==> src/rtl/core_if_id.sv <==
// Two-entry instruction buffer between fetch and core_id. Absorbs decode
// holds, discards in-flight pairs on flush and presents a NOP when empty.
module core_if_id #(
  parameter logic [31:0] NOP_INST   = 32'h0000_0013,
  parameter logic [31:0] RESET_ADDR = 32'h0000_0000
) (
  input  logic        clk,
  input  logic        rst,
  input  logic [31:0] inst_in,
  input  logic [31:0] inst_addr_in,
  input  logic        inst_valid_in,
  output logic        inst_ready_out,
  input  logic        hold_in,
  input  logic        flush_in,
  output logic [31:0] inst_out,
  output logic [31:0] inst_addr_out,
  output logic        inst_valid_out,
  output logic [1:0]  count_out
);

  logic [31:0] inst_mem [2];
  logic [31:0] addr_mem [2];
  logic        wr_ptr;
  logic        rd_ptr;
  logic [1:0]  count;
  logic        full;
  logic        empty;
  logic        push;
  logic        pop;

  assign full  = (count == 2'd2);
  assign empty = (count == 2'd0);

  // Ready depends only on registered occupancy and reset, never on hold/flush.
  assign inst_ready_out = rst & ~full;
  assign inst_valid_out = ~empty;

  assign push = inst_valid_in & inst_ready_out;
  assign pop  = inst_valid_out & ~hold_in;

  assign inst_out      = empty ? NOP_INST   : inst_mem[rd_ptr];
  assign inst_addr_out = empty ? RESET_ADDR : addr_mem[rd_ptr];
  assign count_out     = count;

  always_ff @(posedge clk) begin
    if (!rst) begin
      wr_ptr <= 1'b0;
      rd_ptr <= 1'b0;
      count  <= 2'd0;
    end else if (flush_in) begin
      wr_ptr <= 1'b0;
      rd_ptr <= 1'b0;
      count  <= 2'd0;
    end else begin
      if (push) wr_ptr <= ~wr_ptr;
      if (pop)  rd_ptr <= ~rd_ptr;
      count <= count + {1'b0, push} - {1'b0, pop};
    end
  end

  // Entry payload needs no reset: it is only observable while count says valid.
  always_ff @(posedge clk) begin
    if (push && !flush_in) begin
      inst_mem[wr_ptr] <= inst_in;
      addr_mem[wr_ptr] <= inst_addr_in;
    end
  end

endmodule
==> config.mk <==
export PLATFORM = sky130hd
export DESIGN_NAME = core_if_id
export DESIGN_NICKNAME = d
export VERILOG_FILES = /design/src/rtl/core_if_id.sv
export SDC_FILE = /design/constraint.sdc
export NUM_CORES = 1
export LEC_CHECK = 0
export CAP_MARGIN = 25
export CORE_MARGIN = 1.5
export CORE_UTILIZATION = 52
export CTS_CLUSTER_DIAMETER = 80
export DETAILED_ROUTE_END_ITERATION = 8
export PLACE_DENSITY = 0.81
export SLEW_MARGIN = 20
export SYNTH_ARGS = -nofsm -noshare
export SYNTH_HDL_FRONTEND = slang
export SYNTH_SLANG_ARGS = --single-unit
==> constraint.sdc <==
create_clock -name clk -period 8.71 [get_ports clk]
set_input_delay 1.3065 -clock clk [delete_from_list [all_inputs] [get_ports clk]]
set_output_delay 1.3065 -clock clk [all_outputs]
set_load 0.01 [all_outputs]
* Word level (Yosys, flattened, before mapping)
Memories as Yosys holds them, arrays and structs flattened. A register that Yosys moved wholly into a read port is not among the register bits. Index checks and enable logic that the tools add are counted. Widths: inputs -> output; s select.
Storage, ports and cells: bits in registers 4, bits in writable memories 128, input bits 69, output and inout bits 68, word-level logic and storage cells 29, memories 2
Cells by class: $add $sub $neg 2, equal/unequal tests 1, muxes and demuxes 8, bitwise logic cells 9, reduce and logical (&&, ||, !) cells 4
Memory list:
- addr_mem | words 2, bits a word 32, read ports 1, clocked after memory_dff 1, wr ports 1, RTL line 22 | logic [31:0] addr_mem [2];
- inst_mem | words 2, bits a word 32, read ports 1, clocked after memory_dff 1, wr ports 1, RTL line 21 | logic [31:0] inst_mem [2];
Operators by type and width (count):
- $mux 32 | 2
- $mux 1 | 6
- $not 1->1 | 6
- $and 1x1->1 | 3
- $add 2x1->2 | 1
- $eq 2x2->1 const B | 1
- $logic_not 2->1 | 1
- $reduce_or 2->1 | 1
- $sub 2x1->2 | 1
- $logic_and 1x1->1 | 1
- $logic_not 1->1 | 1

* Depth between registers and ports, before layout
word-level depth 7, mapped depth 10, mapped depth without buffers 8

* Least setup slack after synthesis
OpenSTA, ideal clock, no wires.
path type in2reg, start in inst_valid_in, end mem addr_mem[0][0], enable pin, library setup time 0.565 ns, arrival time 5.795 ns, slack 2.350 ns, cell stages on the path 2, path buffers 0, cells stage by stage nand3_1 -> nor3_1
Between the ends: cells in the longest elaborated chain, start to end 4
Ends and longest elaborated chain:
- start: declaration | RTL line 11 | input logic inst_valid_in,
- $and 1x1->1 | RTL line 38 | assign push = inst_valid_in & inst_ready_out;
- $logic_and 1x1->1 | RTL line 63 | if (push && !flush_in) begin
- $mux 1 | RTL line 63
- $mux 1 (implied by the code) | RTL line 65 | addr_mem[wr_ptr] <= inst_addr_in;
- end: declaration | RTL line 22
Every way passes these cells.

* Worst setup path after layout
start reg count[1] (netlist: count_out[1]), end out inst_addr_out[31]
Between the ends: cells in the longest elaborated chain, start to end 2
Ends and longest elaborated chain:
- start: declaration | RTL line 25 | logic [1:0] count;
- start signal: assignment | RTL line 57 | count <= count + {1'b0, push} - {1'b0, pop};
- $logic_not 2->1 | RTL line 32 | assign empty = (count == 2'd0);
- $mux 32 | RTL line 42 | assign inst_addr_out = empty ? RESET_ADDR : addr_mem[rd_ptr];
- end: declaration | RTL line 16 | output logic [31:0] inst_addr_out,
Every way passes these cells.

==> out/results.md <==
| Parameter | Reported |
|:---|:---|
| Outcome | completed |
| First-pass detailed-route iteration total | 4 |
| Clock Sink Count | 133 |
| Final cycle utilization of the critical path | 44.1% |
| H-tree levels | 4 |
| Die footprint | 0.0104 mm^2 |
| Routed WL per cell | 16.5 um |
| Die Height | 102 um |
| Antenna Nets Post-Route | 0 |
| Shortest clock period the worst path allows after layout | 3.84 ns |
| Port Buffers | 136 |
| TritonCTS Buffers | 17 |
| Delay contributed by the slowest stage of the critical path | 0.52 ns |
| Antenna diode count | 0 |
| Post-route DRC violation count | 0 |
| Boundary Pins | 137 |
| Worst hold-check path type | reg2reg |
| Crit path capture type | primary output |
| Syn_area_per_cell | 16.9 um^2 |
| Count of buffering cells on the critical path with inverters included | 2 |
| Maximum fanout along the worst path | 39 |
| Clk_lat worst skew | 0.50 ns |
| Number of resized instances in the post-cts repair step | 0 |
| Post-CTS Setup Inserts | 0 |
| Highest attainable clock frequency | 0.260 GHz |
| Share of the synthesized area in the top cell type | 75.6% |
| CTS Hold Bufs | 0 |
| Routability congestion estimate | 0.712 |
| Ordered list of cells on the worst path | nor2_4, buf_4, nor2_1, clkdlybuf4s50_1 |
| Max rail drop VDD | 165 uV |
| Final Max Tran Viols | 0 |
| Starting density of the core | 54.2% |
| Crit Path Category | reg2out |
| Number of library cell types mapped by synthesis | 20 |
| P_leak | 2.32 nW |
| TritonCTS clock tree | yes |
| Number of cells produced by synthesis | 300 |
| DP HPWL | 6290 um |
| Slowest cell on the critical path | nor2_4 |
| Via count | 2,963 |
| Kind of start point of the critical path | flip-flop |
| Max-capacitance violation count | 0 |
| Sequential area share after synthesis | 77.6% |
| Largest net degree at the start of global routing | 40 |
| Arrival @ worst endpoint | 2.54 ns |
| RSZ-0062 raised after global routing | no |
| Final hold violation count | 0 |
| First-pass GRT wire length | 15,000 um |
| Pwr Total | 1.54 mW |
| Fraction of layout cells with a size suffix above 1 | 8.04% |
| Transition time at the pin with the least slew margin | 0.631 ns |
| Number of cell rows | 35 |
| Net total in the final layout | 518 |
| Power per cell area | 215 mW/mm^2 |
| Max-slew headroom at the worst pin | 57.9% |
| Number of global-route vias before repair | 3,050 |
| Cell accounting for the most synthesized area | edfxtp_1 |
| Filler cell count | 611 |
| Setup Viol. Count Final | 0 |
| Clock input transition at the sequential cells of the worst setup and hold paths | 0.06 ns |
| DIE WIDTH | 102 um |
| Buffer type at the clock tree root | clkbuf_8 |
| Post-Syn Nets | 371 |
| Core Footprint | 0.00937 mm^2 |
| Area growth from synthesis to layout | 41.2% |
| Kind of cell adding the most delay to the critical path | buffers and inverters |
| Summed instance area of the synthesized netlist | 0.00508 mm^2 |
| GR Util All Layers | 19.7% |
| Total of flip-flops plus latches after synthesis | 133 |
| Top post-synthesis cells by area | edfxtp_1 76%, mux2i_1 13%, nor2_1 4.8% |
| Drt initial violations | 86 |
| Antenna violations before repair | 0 |
| Synthesis warning total | 0 |
| Clk buf depth | 2 |
| Remaining global-route overflow | 0 |
| Detail-routed via count per cell | 5.03 |
| Setup TNS after final layout | 0 ns |
| Total detailed-routing wirelength | 9700 um |
| Endpoint required time on the critical path | 7.40 ns |
| Final setup skew | 0.00631 ns |
path summary, 6_finish.rpt:
| kind | startpoint | end | slack [ns] | depth (start not counted) |
|---|---|---|---|---|
| max | count_out[1]$_SDFF_PP0_ | inst_addr_out[31] | 4.87 | 4 |
| min | rd_ptr$_SDFFE_PP0P_ | flip-flop | 0.51 | 2 |
| max reg2reg | count_out[1]$_SDFF_PP0_ | count_out[1]$_SDFF_PP0_ | 6.72 | 8 |
| min reg2reg | rd_ptr$_SDFFE_PP0P_ | flip-flop | 0.51 | 2 |
routing by layer:
| layer | GRT usage, % | wire length [um] | vias up |
|---|---|---|---|
| met2 | 33.9 | 4980 | 121 |
| met1 | 23.0 | 3810 | 1428 |
| li1 | - | - | 1403 |
| met5 | 0 | 0 | - |
| met4 | 7.27 | 103 | 0 |
| met3 | 6.98 | 806 | 11 |
layout make-up:
cell class	instances	area (um^2)	share of cell area, %
sequential	133	3950	55.0
tap	129	161	2.25
clock inverter	13	181	2.53
multi-input combinational	149	1030	14.4
inverter	4	15.0	0.209
timing repair buffer	142	1420	19.8
clock buffer	19	422	5.88
worst register-to-register path: cells and delay by family (launching register included):
family | cells | cell delay [ns]
XOR/XNOR | 1 | 0.15
buffers and inverters | 1 | 0.04
AND/OR/NAND/NOR | 4 | 0.89
flip-flops | 1 | 0.37
adder cells (fa/ha/maj) | 2 | 0.47
kinds of logic (layout without fill, tap and decap cells):
kind of cell | Yosys count | count (layout) | share of synthesized area, %
and+or+nand+nor | 77 | 77 | 6.03
DFF | 133 | 133 | 77.6
xor gates and xnor gates | 1 | 1 | 0.172
adders and majority gates | 2 | 2 | 0.492
buffers and inverters | 18 | 178 | 2.46
muxes | 64 | 64 | 12.6
AOI/OAI and AO/OA | 5 | 5 | 0.616
Yosys cell counts:
cell type / n
xor2_1: 1
buf_2: 7
inv_1: 4
nor2_1: 65
nand2_1: 3
a211o_1: 1
o31ai_1: 1
or3_1: 1
buf_6: 6
o21ai_1: 1
buf_4: 1
mux2i_1: 64
nand3_1: 1
nor3_1: 3
ha_1: 2
and2_1: 2
nand2b_1: 2
dfxtp_1: 5
a21oi_1: 2
edfxtp_1: 128
placed cells by master (no fill, tap or decap), types with 2 or more instances in the layout:
cell type        Yosys  layout
nand2_1              3       3
clkdlybuf4s50_1      0     136
clkbuf_16            0      16
buf_4                1       5
dfxtp_1              5       4
mux2i_1             64      64
a21oi_1              2       2
clkinv_1             0       3
edfxtp_1           128     128
nor3_2               0       2
clkinvlp_4           0       2
and2_1               2       2
bufinv_16            0       4
clkbuf_1             0       2
ha_1                 2       2
clkinv_4             0       3
nor2_1              65      64
nand2b_1             2       2
inv_1                4       4
registers in the layout, summed over array words and instances (netlist names), named ones only:
register,cells
addr_mem,64
count_out,2
inst_mem,64
rd_ptr,1
wr_ptr,1
metrics by stage:
step / util (%) / area [um^2] / hold WS, ns / cells / setup WS, ns
floorplan: - / 5080 / 0.445 / 300 / 2.35
global placement: 69.9 / 6550 / 0.482 / 556 / 4.96
detailed placement: 70.1 / 6570 / 0.501 / 557 / 4.95
CTS: 76.6 / 7180 / 0.517 / 589 / 4.80
global route: 76.6 / 7180 / 0.528 / 589 / 4.68
finish: 76.6 / 7180 / 0.512 / 589 / 4.87
where the power goes:
part	internal (mW)	switching (mW)	total (mW)
Sequential	0.715	0.00499	0.720
Clock	0.464	0.254	0.718
Combinational	0.0598	0.0439	0.104
Power figures use the tool's default switching activity.
